$ cat src/rtl/frame_buf_mem_arb.sv
// Arbitrates one memory command port between the frame buffer write and read requesters.
// Latency: command valid one cycle after the IDLE sample, ready pulse the cycle after acceptance.
// Backpressure: mem_wait holds the command stable; requests are only sampled in IDLE.
module frame_buf_mem_arb #(
    parameter int ADDR_WIDTH = 3,
    parameter int BURST_MAX  = 4,
    parameter int CNT_W      = $clog2(BURST_MAX + 1)
) (
    input  logic                  wr_clk,
    input  logic                  reset,
    input  logic                  wr_req_l,
    input  logic [ADDR_WIDTH-1:0] wr_req_addr,
    input  logic                  rd_req_l,
    input  logic [ADDR_WIDTH-1:0] rd_req_addr,
    input  logic                  mem_wait,
    output logic                  mem_write,
    output logic                  mem_read,
    output logic [ADDR_WIDTH-1:0] mem_addr,
    output logic                  wr_rdy,
    output logic                  rd_rdy,
    output logic                  grant_rd
);

    typedef enum logic [1:0] {IDLE, ISSUE, ACK} state_t;

    localparam logic [CNT_W-1:0] CNT_MAX = CNT_W'(BURST_MAX);
    localparam logic [CNT_W-1:0] CNT_ONE = CNT_W'(1);

    state_t                  state, state_nxt;
    logic [CNT_W-1:0]        cnt, cnt_nxt;
    logic                    grant_rd_nxt;
    logic                    mem_write_nxt, mem_read_nxt;
    logic [ADDR_WIDTH-1:0]   mem_addr_nxt;
    logic                    wr_rdy_nxt, rd_rdy_nxt;
    logic                    wr_req, rd_req;
    logic                    grant_vld, pick_rd;

    assign wr_req = ~wr_req_l;
    assign rd_req = ~rd_req_l;

    always_ff @(posedge wr_clk) begin
        if (reset) begin
            state     <= IDLE;
            cnt       <= '0;
            grant_rd  <= 1'b1;
            mem_write <= 1'b0;
            mem_read  <= 1'b0;
            mem_addr  <= '0;
            wr_rdy    <= 1'b0;
            rd_rdy    <= 1'b0;
        end else begin
            state     <= state_nxt;
            cnt       <= cnt_nxt;
            grant_rd  <= grant_rd_nxt;
            mem_write <= mem_write_nxt;
            mem_read  <= mem_read_nxt;
            mem_addr  <= mem_addr_nxt;
            wr_rdy    <= wr_rdy_nxt;
            rd_rdy    <= rd_rdy_nxt;
        end
    end

    always_comb begin
        state_nxt     = state;
        cnt_nxt       = cnt;
        grant_rd_nxt  = grant_rd;
        mem_write_nxt = mem_write;
        mem_read_nxt  = mem_read;
        mem_addr_nxt  = mem_addr;
        wr_rdy_nxt    = 1'b0;
        rd_rdy_nxt    = 1'b0;
        grant_vld     = 1'b0;
        pick_rd       = 1'b0;

        case (state)
            IDLE: begin
                if (wr_req && rd_req) begin
                    grant_vld = 1'b1;
                    // cnt == 0 means no grant since reset, so the tie goes away from grant_rd (write)
                    if (cnt != '0 && cnt < CNT_MAX)
                        pick_rd = grant_rd;
                    else
                        pick_rd = ~grant_rd;
                end else if (rd_req) begin
                    grant_vld = 1'b1;
                    pick_rd   = 1'b1;
                end else if (wr_req) begin
                    grant_vld = 1'b1;
                    pick_rd   = 1'b0;
                end

                if (grant_vld) begin
                    state_nxt     = ISSUE;
                    mem_addr_nxt  = pick_rd ? rd_req_addr : wr_req_addr;
                    mem_write_nxt = ~pick_rd;
                    mem_read_nxt  = pick_rd;
                    grant_rd_nxt  = pick_rd;
                    if (pick_rd == grant_rd)
                        cnt_nxt = (cnt == CNT_MAX) ? cnt : cnt + CNT_ONE;
                    else
                        cnt_nxt = CNT_ONE;
                end
            end
            ISSUE: begin
                if (!mem_wait) begin
                    state_nxt     = ACK;
                    mem_write_nxt = 1'b0;
                    mem_read_nxt  = 1'b0;
                    wr_rdy_nxt    = ~grant_rd;
                    rd_rdy_nxt    = grant_rd;
                end
            end
            ACK: begin
                state_nxt = IDLE;
            end
            default: begin
                state_nxt = IDLE;
            end
        endcase
    end

endmodule
$ cat config.mk
export PLATFORM = sky130hd
export DESIGN_NAME = frame_buf_mem_arb
export DESIGN_NICKNAME = d
export VERILOG_FILES = /design/src/rtl/frame_buf_mem_arb.sv
export SDC_FILE = /design/constraint.sdc
export NUM_CORES = 1
export LEC_CHECK = 0
export CORE_MARGIN = 8
export CORE_UTILIZATION = 40
export CTS_CLUSTER_SIZE = 24
export DETAILED_ROUTE_END_ITERATION = 8
export DONT_BUFFER_PORTS = 1
export MAX_ROUTING_LAYER = met4
export PLACE_DENSITY = 0.63
export REMOVE_ABC_BUFFERS = 1
export SYNTH_ARGS = -nofsm -noshare
export SYNTH_HDL_FRONTEND = slang
export SYNTH_SLANG_ARGS = --single-unit
$ cat constraint.sdc
create_clock -name wr_clk -period 1.8 [get_ports wr_clk]
set_input_delay 0.36 -clock wr_clk [delete_from_list [all_inputs] [get_ports wr_clk]]
set_output_delay 0.36 -clock wr_clk [all_outputs]
set_load 0.02 [all_outputs]
== Yosys cells after proc, flatten, opt, wreduce, memory -nomap -nowiden ==
Index checks and enable logic that the tools add are counted.

* Add/sub/neg operators: 1
* $mul: 0
* Div/mod/pow operators: 0
* $lt $le $gt $ge: 1
* Equality and inequality tests: 6
* Shift-type cells: 0
* Mux-type cells: 19
* Bitwise gates (word level): 5
* Reductions and logical operators: 10

{| class="wikitable"
|+ Operators by type and width
! cell !! count
|-
| $mux W1 || 11
|-
| $mux W3 || 3
|-
| $ne A2 B2 Y1 const B || 3
|-
| $reduce_and A3 Y1 || 2
|-
| $not A1 Y1 || 5
|-
| $mux W2 || 2
|-
| $pmux W1 S2 || 2
|-
| $pmux W2 S2 || 1
|-
| $reduce_and A2 Y1 || 2
|-
| $add A3 B1 Y3 const B || 1
|-
| $eq A3 B3 Y1 const B || 1
|-
| $lt A3 B3 Y1 const B || 1
|-
| $reduce_bool A3 Y1 || 1
|-
| $reduce_or A3 Y1 || 1
|-
| $eq A2 B1 Y1 const B || 1
|-
| $logic_and A1 B1 Y1 || 2
|-
| $logic_not A2 Y1 || 1
|-
| $reduce_bool A2 Y1 || 1
|-
| $eq A1 B1 Y1 || 1
|}

* Bits in registers: 13
* Latch bits: 0
* RAM bits: 0
* ROM bits: 0
* Input bits: 11
* Output and inout port bits: 8
* Logic and storage cells: 50
* Memories kept: 0

== Longest topological paths before layout ==
Gate-level depths: netlist of the first run.

* Depth after elaboration: 8
* Mapped depth: 6
* Depth with buffers taken out: 6

== Worst setup path before layout of the first run ==
Ideal clock, no wire load.

* Path type: reg-to-reg
* Start point: register cnt[0]
* End point: register mem_addr[0]
* Library setup time: 0.074 ns
* Data arrival time: 1.501 ns
* Data required time: 1.726 ns
* Path slack: 0.225 ns
* Cell stages (with the launch flop): 7
* Buffers on the path: 0
* Period minus slack after synthesis: 1.575 ns
* Path through: dfxtp_1 inv_1 ha_1 or3b_1 a311oi_2 a22oi_1 o21ai_0

* Longest elaborated chain between the ends: 6
* Elaborated cells between the ends (all ways): 7
* Classes of those cells: order compare: 1; mux: 4; reduce/logical: 2

{| class="wikitable"
|+ Ends and longest elaborated chain
! element !! RTL line !! text
|-
| start: declaration || 30 || <nowiki>logic [CNT_W-1:0] cnt, cnt_nxt;</nowiki>
|-
| start signal: assignment || 53 || <nowiki>cnt <= cnt_nxt;</nowiki>
|-
| $lt A3 B3 Y1 / $reduce_bool A3 Y1 (equally long branches) || 80 || <nowiki>if (cnt != '0 && cnt < CNT_MAX)</nowiki>
|-
| $logic_and A1 B1 Y1 * || 80 ||
|-
| $mux W1 * || 80 ||
|-
| $mux W1 * || 77 || <nowiki>if (wr_req && rd_req) begin</nowiki>
|-
| $mux W1 * || 75 || <nowiki>case (state)</nowiki>
|-
| $mux W3 * || 94 || <nowiki>mem_addr_nxt = pick_rd ? rd_req_addr : wr_req_addr;</nowiki>
|-
| end signal: assignment || 57 || <nowiki>mem_addr <= mem_addr_nxt;</nowiki>
|-
| end: declaration || 18 || <nowiki>output logic [ADDR_WIDTH-1:0] mem_addr,</nowiki>
|}

Every way passes the cells marked *; elsewhere a longest branch is shown, timed or not. The select of a mux whose other input is x is not followed.
A chain may end at the register's enable or synchronous reset.

== Worst setup path after layout of the first run ==
* Start point: register cnt[0]
* End point: register grant_rd

* Longest elaborated chain between the ends: 5
* Elaborated cells between the ends (all ways): 6
* Classes of those cells: order compare: 1; mux: 3; reduce/logical: 2

{| class="wikitable"
|+ Ends and longest elaborated chain
! element !! RTL line !! text
|-
| $lt A3 B3 Y1 / $reduce_bool A3 Y1 (equally long branches) || 80 ||
|-
| $logic_and A1 B1 Y1 * || 80 ||
|-
| $mux W1 * || 80 ||
|-
| $mux W1 * || 77 ||
|-
| $mux W1 * || 75 ||
|-
| end signal: assignment || 54 || <nowiki>grant_rd <= grant_rd_nxt;</nowiki>
|-
| end: declaration || 21 || <nowiki>output logic grant_rd</nowiki>
|}

Marks and branches as above.

==> summary.txt, run 1 <==
Run status
  • Outcome: completed

Logic synthesis
  • Mapped Cells: 65
  • Most used DFF post-synth: dfxtp_1
  • Post-synthesis cell type count: 32
  • Synthesis Warnings: 0
  • Syn Area/Cell: 9.24 um^2
  • Sequential element share of the synthesized area: 0.433
  • Cell area after synthesis: 601 um^2
  • Synth async-reset ratio: 0
  • Flops & latches, synth: 13
  • EDFF count, synth: 0

Floorplanning
  • Die Width: 54.8 um
  • Die Ht: 54.8 um
  • Initial core utilization: 0.413
  • Row cnt: 14
  • Core area: 1450 um^2
  • Total die area: 3000 um^2
  • IO Pins: 19

Hold path
  • Worst hold path type: input pin to flip-flop
  • Hold path cells: 1

Cells and area
  • Area of the multi-input gates: 343 um^2
  • Final instance area: 676 um^2
  • Total Nets Final: 84
  • Ant. Diodes: 0
  • Final core utilization: 0.465
  • Share of layout cells above drive strength 1: 0.186
  • Register Area: 260 um^2
  • Area growth, synth to finish: 12.5%
  • # fillers: 138

Setup path
  • Worst path required time: 1.97 ns
  • CP Max Fanout: 5
  • Crit path kind: flip-flop to flip-flop
  • R2r worst-path depth: 5
  • CP Launch Type: flip-flop
  • Arrival @ worst endpoint: 1.86 ns
  • Crit path capture type: flip-flop

GRT
  • GRT Util Overall: 0.0890
  • Initial antenna violation count: 0
  • Overflow after GRT: 0
  • Largest net degree at the start of global routing: 12
  • Vias in the first global route: 414
  • First-pass GRT wire length: 1.82 mm

Detailed routing
  • Via count: 489
  • Drt total wl: 1.34 mm
  • Vias per inst: 5.69
  • Wire per inst: 15.6 um
  • Drt first-iter violations: 4
  • DRT Pass-1 Iters: 4
  • DRC viols: 0
  • Routed Antenna Nets: 0

CTS
  • Worst-Skew Late Latency: 0.28 ns
  • CTS tree: built
  • Clock Path Buffers: 2
  • Worst-path clk slew: 0.08 ns
  • Htree depth: 1
  • CTS root buffer: clkbuf_4
  • Clock sink count: 13
  • CTS Buf Count: 3

Timing
  • Worst Hold Slack: 0.141 ns
  • Fmax: 593 MHz
  • Setup_tns: 0 ns
  • Period utilization: 0.937
  • Slew HR: 0.768
  • Worst Max-Slew Pin Slew: 0.347 ns
  • Clock skew: 0.00942 ns
  • Post-layout worst setup margin: 0.114 ns
  • Min cycle time layout: 1.69 ns
  • Endpoints failing setup: 0
  • Max Slew Vio Count: 0
  • Final Hold Viols: 0

Pwr
  • Maximum vdd drop: 480 uV
  • P per Cell Area: 952 nW/um^2
  • Static leakage: 0.262 nW

Job
  • # Max-Cap Violations: 0

Placement
  • Pre-CTS WS: 0.0668 ns
  • Routability cong.: 0.749
  • Dpl cell area: 632 um^2
  • Port-buffer cells: 0
  • Hpwl dp: 984 um
-- worst max-delay path, stage by stage, from the launching register on --
cell	delay (ns)
dfxtp_1	0.36
inv_1	0.07
ha_1	0.24
o21bai_1	0.31
a31oi_2	0.19
a221o_2	0.41
-- final timing paths --
check	slack [ns]	from	endpoint
worst max-delay path	0.11	cnt[0]$_SDFFE_PP0P_	grant_rd$_SDFFE_PP1P_
worst min-delay path	0.14	reset	cnt[1]$_SDFFE_PP0P_
worst max register to register	0.11	cnt[0]$_SDFFE_PP0P_	grant_rd$_SDFFE_PP1P_
worst min register to register	0.54	cnt[0]$_SDFFE_PP0P_	cnt[0]$_SDFFE_PP0P_
-- power breakdown --
group / total [mW] / switching, mW / internal (mW) / leakage [nW]
Clock: 0.176 / 0.0897 / 0.0859 / 0.0150
Sequential: 0.350 / 0.0374 / 0.313 / 0.107
Combinational: 0.118 / 0.0633 / 0.0544 / 0.140
-- cell families after synthesis --
group / share of synthesized area
muxes: 0.0187
adders and majority gates: 0.0417
DFF: 0.433
buffers and inverters: 0.0250
AOI/OAI and AO/OA: 0.269
and+or+nand+nor: 0.213
-- flip-flops by register name, summed over array words and instances (netlist names) --
name	cells
cnt	3
mem_addr	3
state	2
grant_rd	1
mem_read	1
mem_write	1
rd_rdy	1
wr_rdy	1
-- metrics by stage --
step | total power, mW | cells
global placement | 0.466 | 82
floorplan | 0.437 | 64
finish | 0.643 | 86
global route | 0.688 | 86
detailed placement | 0.467 | 82
CTS | 0.645 | 86
-- Yosys cell counts, drive strengths merged (3+ instances only) --
library cell	instances	area, um^2
dfxtp	13	260
a21oi	5	25.0
nand2	5	18.8
nor2	5	18.8
a22oi	3	22.5
inv	3	11.3
o21ai	3	15.0
-- cell type report --
cell class	instances	share of cell area
repair buffers	2	0.0222
well taps	16	0.0296
clock buffers	4	0.0389
inverters	3	0.0167
multi-input cells	48	0.507
flip-flops and latches	13	0.385
-- layout by cell type, fill, tap and decap left out, types with 2 or more instances in the layout --
cell type,n
dfxtp_1,13
nand3b_1,2
o21ai_0,3
inv_1,3
clkbuf_4,3
buf_4,2
nand2_1,5
a21oi_1,5
a22oi_1,3
nor3_1,2
ha_1,2
nor2_1,5
-- routing by layer --
metal	global-route usage	wire, um	part of all wire	vias up
li1	-	-	-	252
met1	0.0868	496	0.37	220
met2	0.138	717	0.53	15
met3	0.0652	121	0.090	2
met4	0.0246	7	0.0052	0
met5	-	0	0	-
-- timing repair --
action | 4_1_cts | 5_1_grt
gates resized for setup | 0 | 2
setup endpoints to repair | 0 | 3
hold buffers | 0 | 0
endpoints found under the hold margin | 0 | 0
setup buffers | 0 | 0
(Power assumes the default switching activity.)
==> inputs of run 2 (changes only) <==
--- a/config.mk
+++ b/config.mk
@@ -7,9 +7,9 @@
 export LEC_CHECK = 0
 export CORE_MARGIN = 8
 export CORE_UTILIZATION = 40
-export CTS_CLUSTER_SIZE = 24
 export DETAILED_ROUTE_END_ITERATION = 8
 export DONT_BUFFER_PORTS = 1
+export GPL_ROUTABILITY_DRIVEN = 0
 export MAX_ROUTING_LAYER = met4
 export PLACE_DENSITY = 0.63
 export REMOVE_ABC_BUFFERS = 1
==> results of run 2 <==
No change in the layout: final DEF, timing and power equal those of run 1.
==> inputs of run 3 (changes only) <==
--- a/config.mk
+++ b/config.mk
@@ -10,9 +10,9 @@
 export DETAILED_ROUTE_END_ITERATION = 8
 export DONT_BUFFER_PORTS = 1
 export GPL_ROUTABILITY_DRIVEN = 0
-export MAX_ROUTING_LAYER = met4
 export PLACE_DENSITY = 0.63
 export REMOVE_ABC_BUFFERS = 1
+export SLEW_MARGIN = 20
 export SYNTH_ARGS = -nofsm -noshare
 export SYNTH_HDL_FRONTEND = slang
 export SYNTH_SLANG_ARGS = --single-unit
==> run 3 against run 2 <==
Effect of this change: first-iteration DRC count is the same; largest cell class unchanged; cell count is the same; hold slack is essentially flat; worst setup slack is essentially flat.
==> summary.txt, run 3 (synthesis gave the netlist of run 1 again) <==
Pwr
  • Sw power: 0.190 mW
  • Sw Ratio: 0.296
  • Int Power: 0.453 mW
  • Static leakage: 0.262 nW
  • Clock network power share: 0.273
  • Maximum vdd drop: 480 uV
  • Comb pwr share: 0.183
  • P per Cell Area: 952 nW/um^2
  • Sequential Power Share: 0.544

Floorplanning
  • Total die area: 3000 um^2
  • Row cnt: 14
  • Die Ht: 54.8 um
  • IO Pins: 19
  • Core area: 1450 um^2
  • Die Width: 54.8 um
  • Initial core utilization: 0.413

Timing
  • Post-layout worst setup margin: 0.114 ns
  • Worst Hold Slack: 0.141 ns
  • Clock skew: 0.00940 ns
  • Period utilization: 0.936
  • Max Slew Vio Count: 0
  • Final Hold Viols: 0
  • Slew HR: 0.768
  • Min cycle time layout: 1.69 ns
  • Fmax: 593 MHz
  • Worst Max-Slew Pin Slew: 0.347 ns
  • Endpoints failing setup: 0

Detailed routing
  • Via count: 489
  • DRC viols: 0
  • Routed Antenna Nets: 0
  • Drt total wl: 1.34 mm
  • Vias per inst: 5.69
  • DRT Pass-1 Iters: 4
  • Drt first-iter violations: 4
  • Wire per inst: 15.6 um

Cells and area
  • Commonest non-fill, non-tap cell in the layout: dfxtp_1
  • Total Nets Final: 84
  • Share of layout cells above drive strength 1: 0.186
  • Area growth, synth to finish: 12.5%
  • Most frequent cells in the layout: dfxtp_1 (13), nand2_1 (5), nor2_1 (5), a21oi_1 (5)
  • Ant. Diodes: 0
  • Largest regs: cnt x3, mem_addr x3, state x2

GRT
  • GRT Util Overall: 0.0864
  • Overflow after GRT: 0
  • First-pass GRT wire length: 1.83 mm
  • Vias in the first global route: 414
  • Largest net degree at the start of global routing: 12
  • Initial antenna violation count: 0

Setup path
  • CP Max Fanout: 5
  • CP Launch Type: flip-flop
  • Crit path kind: flip-flop to flip-flop
  • Arrival @ worst endpoint: 1.86 ns
  • Worst path required time: 1.97 ns
  • Crit path capture type: flip-flop

Run status
  • Outcome: completed

Placement
  • Hpwl dp: 984 um
  • Pre-CTS WS: 0.0668 ns
  • Port-buffer cells: 0

CTS
  • CTS root buffer: clkbuf_4
  • CTS tree: built
  • Clock sink count: 13
  • Worst-path clk slew: 0.08 ns
  • Clock Path Buffers: 2
  • Worst-Skew Late Latency: 0.28 ns
  • Post-CTS setup buffer count: 0
  • CTS Buf Count: 3
  • Htree depth: 1

Job
  • # Max-Cap Violations: 0

Hold path
  • Worst hold path type: input pin to flip-flop
-- run 3: cell counts in the layout (fill, tap and decap cells not counted) --
No cell type changed its count.
-- run 3: final cells by class --
| type | count | area [um^2] |
|---|---|---|
| multi-input combinational | 48 | 343 |
| sequential | 13 | 260 |
| inverter | 3 | 11.3 |
| tap | 16 | 20.0 |
| fill | 138 | 778 |
| clock buffer | 4 | 26.3 |
| timing repair buffer | 2 | 15.0 |
-- run 3: worst max-delay path, stage by stage, from the launching register on --
cell and delay [ns]:
dfxtp_1 0.36, inv_1 0.07, ha_1 0.24, o21bai_1 0.31
a31oi_2 0.19, a221o_2 0.41
-- run 3: final timing paths --
kind | start | endpoint | slack (ns) | cells past startpoint
worst max-delay path | cnt[0]$_SDFFE_PP0P_ | grant_rd$_SDFFE_PP1P_ | 0.11 | 5
worst min-delay path | reset | cnt[1]$_SDFFE_PP0P_ | 0.14 | 1
worst max register to register | cnt[0]$_SDFFE_PP0P_ | grant_rd$_SDFFE_PP1P_ | 0.11 | 5
worst min register to register | cnt[0]$_SDFFE_PP0P_ | cnt[0]$_SDFFE_PP0P_ | 0.54 | 2
-- run 3: power by group through the flow --
stage          logic [mW]  registers, mW  clock network (mW)
6_report            0.118          0.350               0.176
5_1_grt             0.130          0.353               0.205
4_1_cts             0.110          0.351               0.184
3_5_place_dp        0.109          0.358                   0
3_3_place_gp        0.109          0.357                   0
2_1_floorplan      0.0802          0.357                   0
-- run 3: stage by stage --
step	instance area [um^2]	power [mW]	setup TNS [ns]	cells	util
2_1_floorplan	597	0.437	0	64	-
3_3_place_gp	632	0.466	0	82	0.435
3_5_place_dp	632	0.467	0	82	0.435
4_1_cts	658	0.645	0	86	0.453
5_1_grt	676	0.688	-0.00899	86	0.465
6_report	676	0.643	0	86	0.465
-- run 3: routing by layer --
| layer | vias to the layer above | global-route usage | share of wire |
|---|---|---|---|
| met5 | - | 0 | 0 |
| met4 | 0 | 0.0246 | 0.0052 |
| met3 | 2 | 0.0652 | 0.090 |
| met2 | 15 | 0.138 | 0.53 |
| met1 | 220 | 0.0868 | 0.37 |
| li1 | 252 | - | - |
-- run 3: repair_timing --
item,in CTS,in global routing
endpoints found under the setup margin,0,3
resized for setup,0,2
hold buffers,0,0
